--- src/rtl/div_pkg.sv ---
// div_pkg: shared state encoding and width helpers for the restoring divider
package div_pkg;

    typedef enum logic [2:0] {IDLE, PREP, ITER, FIX, DONE} state_t;

    function automatic int clog2(input int v);
        int r;
        r = 0;
        for (int i = 0; i < 31; i++) if ((1 << i) < v) r = i + 1;
        return r;
    endfunction

    function automatic logic [63:0] min_of(input int bits);
        return 64'd1 << (bits - 1);
    endfunction

endpackage

--- src/rtl/div_step.sv ---
// div_step: one combinational restoring-division step on unsigned magnitudes
module div_step #(
    parameter int BITS = 32
) (
    input  logic [BITS-1:0] rem,
    input  logic            nbit,
    input  logic [BITS-1:0] dmag,
    output logic [BITS-1:0] rem_o,
    output logic            qbit
);

    logic [BITS:0] sh;

    // shift in the next dividend bit one bit wider so the compare cannot overflow
    always_comb begin
        sh    = {rem, nbit};
        qbit  = sh >= {1'b0, dmag};
        rem_o = BITS'(qbit ? sh - {1'b0, dmag} : sh);
    end

endmodule

--- src/rtl/div_sr.sv ---
// div_sr: fixed-latency signed/unsigned restoring divider with busy/rdy handshake
module div_sr
    import div_pkg::*;
#(
    parameter int BITS = 32
) (
    input  logic            clk,
    input  logic            rst,
    input  logic            start,
    input  logic            is_signed,
    input  logic [BITS-1:0] n,
    input  logic [BITS-1:0] d,
    output logic [BITS-1:0] q,
    output logic [BITS-1:0] r,
    output logic            busy,
    output logic            rdy,
    output logic            dz,
    output logic            ovf
);

    localparam int CNT_W = clog2(BITS);
    localparam logic [BITS-1:0] MIN = BITS'(min_of(BITS));

    state_t            state_q, state_d;
    logic [CNT_W-1:0]  cnt_q, cnt_d;
    logic [BITS-1:0]   n_q, n_d, d_q, d_d;
    logic              sgn_q, sgn_d;
    logic [BITS-1:0]   rem_q, rem_d, acc_q, acc_d;
    logic [BITS-1:0]   qo_q, qo_d, ro_q, ro_d;
    logic              busy_q, busy_d, rdy_q, rdy_d, dz_q, dz_d, ovf_q, ovf_d;
    logic              n_neg, d_neg, dz_c, ovf_c, step_q;
    logic [BITS-1:0]   nmag, dmag, step_rem;

    // magnitudes and special cases derived from the captured operands
    always_comb begin
        n_neg = sgn_q & n_q[BITS-1];
        d_neg = sgn_q & d_q[BITS-1];
        nmag  = n_neg ? -n_q : n_q;
        dmag  = d_neg ? -d_q : d_q;
        dz_c  = d_q == '0;
        ovf_c = sgn_q && n_q == MIN && d_q == '1;
    end

    div_step #(.BITS(BITS)) u_step (
        .rem   (rem_q),
        .nbit  (nmag[cnt_q]),
        .dmag  (dmag),
        .rem_o (step_rem),
        .qbit  (step_q)
    );

    // next-state: start restarts from any state, otherwise walk PREP/ITER/FIX
    always_comb begin
        state_d = state_q;
        cnt_d   = cnt_q;
        n_d     = n_q;
        d_d     = d_q;
        sgn_d   = sgn_q;
        rem_d   = rem_q;
        acc_d   = acc_q;
        qo_d    = qo_q;
        ro_d    = ro_q;
        busy_d  = busy_q;
        rdy_d   = rdy_q;
        dz_d    = dz_q;
        ovf_d   = ovf_q;
        if (start) begin
            state_d = PREP;
            n_d     = n;
            d_d     = d;
            sgn_d   = is_signed;
            busy_d  = 1'b1;
            rdy_d   = 1'b0;
            dz_d    = 1'b0;
            ovf_d   = 1'b0;
        end else begin
            case (state_q)
                PREP: begin
                    state_d = ITER;
                    cnt_d   = CNT_W'(BITS - 1);
                    rem_d   = '0;
                end
                ITER: begin
                    rem_d   = step_rem;
                    acc_d   = {acc_q[BITS-2:0], step_q};
                    cnt_d   = cnt_q - 1'b1;
                    state_d = cnt_q == '0 ? FIX : ITER;
                end
                FIX: begin
                    state_d = DONE;
                    busy_d  = 1'b0;
                    rdy_d   = 1'b1;
                    dz_d    = dz_c;
                    ovf_d   = ovf_c;
                    qo_d    = dz_c ? '1 : ovf_c ? MIN : (n_neg ^ d_neg) ? -acc_q : acc_q;
                    ro_d    = dz_c ? n_q : ovf_c ? '0 : n_neg ? -rem_q : rem_q;
                end
                default: ;
            endcase
        end
    end

    // state and output registers, reset taking priority over start
    always_ff @(posedge clk) begin
        if (rst) begin
            state_q <= IDLE;
            cnt_q   <= '0;
            n_q     <= '0;
            d_q     <= '0;
            sgn_q   <= 1'b0;
            rem_q   <= '0;
            acc_q   <= '0;
            qo_q    <= '0;
            ro_q    <= '0;
            busy_q  <= 1'b0;
            rdy_q   <= 1'b0;
            dz_q    <= 1'b0;
            ovf_q   <= 1'b0;
        end else begin
            state_q <= state_d;
            cnt_q   <= cnt_d;
            n_q     <= n_d;
            d_q     <= d_d;
            sgn_q   <= sgn_d;
            rem_q   <= rem_d;
            acc_q   <= acc_d;
            qo_q    <= qo_d;
            ro_q    <= ro_d;
            busy_q  <= busy_d;
            rdy_q   <= rdy_d;
            dz_q    <= dz_d;
            ovf_q   <= ovf_d;
        end
    end

    assign q    = qo_q;
    assign r    = ro_q;
    assign busy = busy_q;
    assign rdy  = rdy_q;
    assign dz   = dz_q;
    assign ovf  = ovf_q;

endmodule

--- config.mk ---
export PLATFORM = sky130hd
export DESIGN_NAME = div_sr
export DESIGN_NICKNAME = d
export VERILOG_FILES = /design/src/rtl/div_pkg.sv /design/src/rtl/div_step.sv /design/src/rtl/div_sr.sv
export SDC_FILE = /design/constraint.sdc
export NUM_CORES = 1
export LEC_CHECK = 0
export BUFFER_PORTS_ARGS = -buffer_cell sky130_fd_sc_hd__buf_2
export CAP_MARGIN = 20
export CORE_ASPECT_RATIO = 1.75
export CORE_MARGIN = 4
export CORE_UTILIZATION = 55
export DETAILED_ROUTE_END_ITERATION = 8
export HOLD_SLACK_MARGIN = 0.05
export PLACE_DENSITY = 0.83
export SKIP_LAST_GASP = 1
export SYNTH_ARGS = -nofsm -noshare
export SYNTH_HDL_FRONTEND = slang
export SYNTH_HIERARCHICAL = 1
export SYNTH_SLANG_ARGS = --single-unit
--- constraint.sdc ---
create_clock -name clk -period 8.3 [get_ports clk]
set_clock_uncertainty 0.1 [all_clocks]
set_input_delay 0.415 -clock clk [delete_from_list [all_inputs] [get_ports clk]]
set_output_delay 0.415 -clock clk [all_outputs]
set_load 0.005 [all_outputs]
# [After elaboration in Yosys (flattened, before gate mapping)]
# Cells that the tools add are included.
[totals] output_inout_bits=68 register_bits=205 elab_cells=61
[classes] bitwise_logic=4 eq_ne=5 order_cmp=2 reduce_logical=12 muxes=18 addsub=6
[ops] operator="$mux 32" count=9
[ops] operator="$neg 32->32" count=4
[ops] operator="$eq 32x32->1 const B" count=2
[ops] operator="$pmux 32 s2" count=1
[ops] operator="$ge 33x32->1" count=1
[ops] operator="$logic_not 32->1" count=1
[ops] operator="$sub 32x32->32" count=1
[ops] operator="$pmux 5 s2" count=1
[ops] operator="$pmux 3 s3" count=1
[ops] operator="$eq 3x2->1 const B" count=2
[ops] operator="$lt 5x6->1 const B" count=1
[ops] operator="$reduce_and 2->1" count=3
[ops] operator="$bmux 1 s5" count=1
[ops] operator="$logic_not 5->1" count=1
[ops] operator="$mux 1" count=5
[ops] operator="$sub 5x1->5 const B" count=1
[ops] operator="$reduce_bool 2->1" count=2
[ops] operator="$reduce_bool 4->1" count=1
[ops] operator="$eq 3x1->1 const B" count=1
[ops] operator="$reduce_bool 3->1" count=1
[ops] operator="$and 1x1->1" count=2
[ops] operator="$logic_and 1x1->1" count=2
[ops] operator="$reduce_or 2->1" count=1
[ops] operator="$not 1->1" count=1
[ops] operator="$xor 1x1->1" count=1

# [Depth between registers and ports, before layout]
[logic_depth] ltp_word=7 mapped_depth=25

# [Cells and area by module]
# Netlist, hierarchy kept.
[modules_own_cells] mod="div_sr" n_inst=1 seq_area_each_um2=4103.9 cells_each=1347 area_each_um2=10864.2
[modules_own_cells] mod="div_step" n_inst=1 seq_area_each_um2=0.0 cells_each=323 area_each_um2=2331.0

# [Least setup slack after synthesis]
# Ideal clock, no wire load.
[synth_timing] path_type="register to register" startpoint="reg n_q[0]" endpoint="reg rem_q[30]" arrival_time_ns=4.788 required_ns=8.134 path_slack_ns=3.346 path_stages_with_launch=24 cell_sequence="dfxtp_1 inv_1 ha_1 nor3b_1 and3_1 clkbuf_2 a31oi_1 mux2_2 a2111oi_0 a211oi_1 a221oi_1 inv_1 ha_1 fa_1 nor2b_1 o31a_1 o21ai_0 o31ai_1 a21oi_1 or3b_2 nand3_1 mux2_4 a22oi_1 nor2_1"
[synth_via] elab_chain_len=7 elab_cells_between_ends=8 classes_between="add/sub (2); order compare (1); mux (5)"
[synth_lines] element="from (decl)" line="div_sr.sv:26" source="logic [BITS-1:0] n_q, n_d, d_q, d_d;"
[synth_lines] element="from (signal assigned)" line="div_sr.sv:122" source="n_q <= n_d;"
[synth_lines] element="$neg 32->32" line="div_sr.sv:38" source="nmag = n_neg ? -n_q : n_q;"
[synth_lines] element="$mux 32 *" line="div_sr.sv:38"
[synth_lines] element="$bmux 1 s5 *" line="div_sr.sv:46" source=".nbit (nmag[cnt_q]),"
[synth_lines] element="$mux 1 (implied by the code) *" line="div_sr.sv:46"
[synth_lines] element="$sub 32x32->32 / $ge 33x32->1 (equally long branches)" line="div_step.sv:18, div_step.sv:17"
[synth_lines] element="$mux 32 *" line="div_step.sv:18" source="rem_o = BITS'(qbit ? sh - {1'b0, dmag} : sh);"
[synth_lines] element="named net step_rem[30]" line="div_sr.sv:32" source="logic [BITS-1:0] nmag, dmag, step_rem;"
[synth_lines] element="$pmux 32 s2 *" line="div_sr.sv:77" source="case (state_q)"
[synth_lines] element="to (signal assigned)" line="div_sr.sv:125" source="rem_q <= rem_d;"
[synth_lines] element="to (decl)" line="div_sr.sv:28" source="logic [BITS-1:0] rem_q, rem_d, acc_q, acc_d;"
# Mark *: on every way through the listed nets, which the timed path passes. The rest lies on a longest branch. The select of a mux whose other input is x is not followed.
# A chain may end at the register's enable or synchronous reset.

# [Final worst setup path]
[layout_timing] startpoint="reg n_q[9]" endpoint="reg rem_q[30]"
# The elaborated chain is that of the path after synthesis.

==> flow_summary.json <==
{
  "synthFlopType": "dfxtp_1",
  "power_uw": 2420,
  "dieArea_sq_um": 26600,
  "drive_above_1_share_pct": 14.2,
  "hp-class": "in2reg",
  "critPathArrivalTime_ns": 6.42,
  "worst_path_largest_cell_delay_ns": 0.57,
  "period_needed_ns": 6.07,
  "max-cap-violations": 0,
  "synth.area.top_cells": "dfxtp_1, nor2_1, mux2i_1",
  "nFillCells": 2066,
  "wirelength_um": 41500,
  "cts-root-buf": "clkbuf_16",
  "cts_tree": "done",
  "min_path_cells": 3,
  "synth.yosys.seq_area_share_pct": 31.1,
  "p_leak_uw": 0.00634,
  "worstSetupPathType": "reg2reg",
  "placed_cell_area_sq_um": 13800,
  "syn_inst": 1670,
  "synth_commonest_cells": "nor2_1, dfxtp_1, nand2_1",
  "portBuffers": 135,
  "setup_viol": 0,
  "yosysWarnings": 6,
  "worstReg2RegStart": "n_q[9]",
  "worst-endpoint-required_ns": 8.65,
  "powerDensity_nw_per_um2": 161,
  "final_area_sq_um": 15000,
  "insertion_delay_ns": 0.52,
  "tightest_slew_ns": 1.16,
  "synthesis.nets": 1778,
  "slew_viol_final": 0,
  "ir_drop_mv": 0.185,
  "grt_usage_pct": 30.1,
  "grt_overflow": 0,
  "firstDrtPassIters": 5,
  "grt_max_degree": 138,
  "routed_via_density": 6.20,
  "dp_cells": 2002,
  "relSlewSlack_pct": 22.7,
  "synth_top_area_share_pct": 31.1,
  "worstSetupStartpointType": "flip-flop",
  "final.setup.tns_ns": 0,
  "finalHoldViolCount": 0,
  "async_flop_share_pct": 0,
  "initial_utilization_pct": 56.1,
  "grt_pass1_wl_um": 65700,
  "hpwl_um": 29700,
  "fin_crit_sh_pct": 73.1,
  "reg2reg_depth": 20,
  "pre_cts_ws_ns": 2.42,
  "ios": 136,
  "grt_setup_unrepaired": "no",
  "rows": 74,
  "clk_pin_slew_ns": 0.06,
  "rrSetupSlack_ns": 2.23,
  "clockBufferDepth": 3,
  "drt_iter0_markers": 1166,
  "synth_edf_count": 0,
  "rr_endpoint": "rem_q[30]",
  "clkSinkCount": 205,
  "grt_antenna_before_repair": 0,
  "grt_pass1_vias": 12602,
  "avgSynthCellArea_sq_um": 7.90,
  "layout.cells.non_filler": 2084,
  "status": "completed",
  "antenna_left": 0,
  "yosysMostFrequentCell": "nor2_1",
  "crit_slowest_cell": "nor4_1",
  "crit_path_max_fanout": 8,
  "final_nets": 1874,
  "n_antenna_cell": 0,
  "die_y_um": 213,
  "ys_ff_latch": 205,
  "wire_per_inst_um": 19.9,
  "synth_largest_area_cell": "dfxtp_1",
  "vias": 12911,
  "htree_levels": 1,
  "crit_chain": "nor4_1, and3_1, a31oi_1, mux2_2, a2111oi_0, a211oi_1, a221oi_1, inv_1, ha_1, fa_1, nor2b_1, o31a_1, o21ai_0, o31ai_1, a21oi_1, or3b_2, nand3_1, mux2_4, a22oi_1, nor2_1",
  "fin_ws_ns": 2.23,
  "syn_to_final_growth_pct": 14.0,
  "drcViolationCount": 0,
  "ys_types": 83,
  "hold_path.startpoint": "d[8]",
  "core-area_sq_um": 23500,
  "place.gp.congestion": 0.992,
  "whs_endpoint": "d_q[8]",
  "cts_buffers": 21,
  "syn-cell-area_sq_um": 13200,
  "fp.dieW_um": 125,
  "fmax_mhz": 165,
  "endpoint_kind": "flip-flop"
}
[metrics by stage]
stage	utilization [%]	hold WS, ns
detailed placement	58.9	0.345
global route	64.0	0.0605
global placement	58.9	0.343
floorplan	-	0.349
CTS	63.8	0.0514
finish	64.0	0.0567
[state kept, by name, indices dropped and copies added (netlist names), 3 cells and up]
name and cells:
q 32, cnt_q 5, state_q 3, r 32, n_q 32, acc_q 32
d_q 32, rem_q 32
[cells in the final DEF (no fill, tap or decap), drive strengths merged, types with 4 or more instances in the layout]
cell type and instances:
a211oi 42, a21o 9, a21oi 114, a221oi 12
a22oi 36, a311oi 5, a31oi 29, a41oi 8
and2 6, and3 15, buf 147, clkbuf 24
clkinv 5, dfxtp 205, dlygate4sd3 44, ha 39
inv 69, mux2 31, mux2i 73, nand2 123
nand2b 7, nand3 19, nand4 24, nor2 246
nor2b 10, nor3 105, nor3b 7, nor4 24
o2111ai 5, o211ai 6, o21a 5, o21ai 40
o21bai 4, o22ai 9, o31ai 18, o41ai 12
or3 14, or4 16, xnor2 81, xor2 54
[kinds of logic after synthesis]
family          synth area share, %
fa+ha+maj                      3.85
simple gates                   23.0
flops                          31.1
xor+xnor                       8.96
buf+inv                        5.91
mux                            8.44
compound gates                 18.7
[metal layers]
metal / vias up / wire [um] / track usage, %
li1: 6150 / - / -
met1: 6067 / 14800 / 31.4
met2: 511 / 21000 / 55.1
met3: 183 / 2210 / 4.13
met4: 0 / 3440 / 21.7
met5: - / 0 / 0
[critical path, delay by kind of cell (launching register included)]
kind | cells | cell delay, ns
compound gates | 9 | 2.20
buf+inv | 1 | 0.15
flops | 1 | 0.45
fa+ha+maj | 2 | 0.66
simple gates | 6 | 2.02
mux | 2 | 0.45
[where the power goes]
group          total, uW  internal [uW]  switching, uW
clock               1010            591            421
combinational        344            141            203
sequential          1060           1010           53.2
total               2420           1740            677
[how the worst max path moves through the flow]
stage	from	endpoint	slack [ns]	cells past startpoint
after global placement	cnt_q[0]	rem_q[30]	2.52	19
after floorplan	n_q[0]	rem_q[30]	3.35	23
final	n_q[9]	rem_q[30]	2.23	20
after detailed placement	cnt_q[0]	rem_q[30]	2.42	19
after global routing	cnt_q[0]	rem_q[30]	1.98	19
after CTS	cnt_q[0]	rem_q[30]	2.37	19
[layout make-up]
class	count	area, sq um	share of cell area [%]
clock buffers	24	567	3.77
clock inverters	13	166	1.11
inverters	66	248	1.65
multi-input cells	1281	8340	55.5
flip-flops and latches	205	4100	27.3
well taps	304	380	2.53
repair buffers	191	1230	8.21
[what timing repair did]
action / in CTS / in global routing
gates resized for setup: 0 / 0
buffers inserted: 0 / 0
endpoints found under the hold margin: 43 / 1
hold buffers: 43 / 1
No activity file was read; power rests on OpenSTA's default activity.
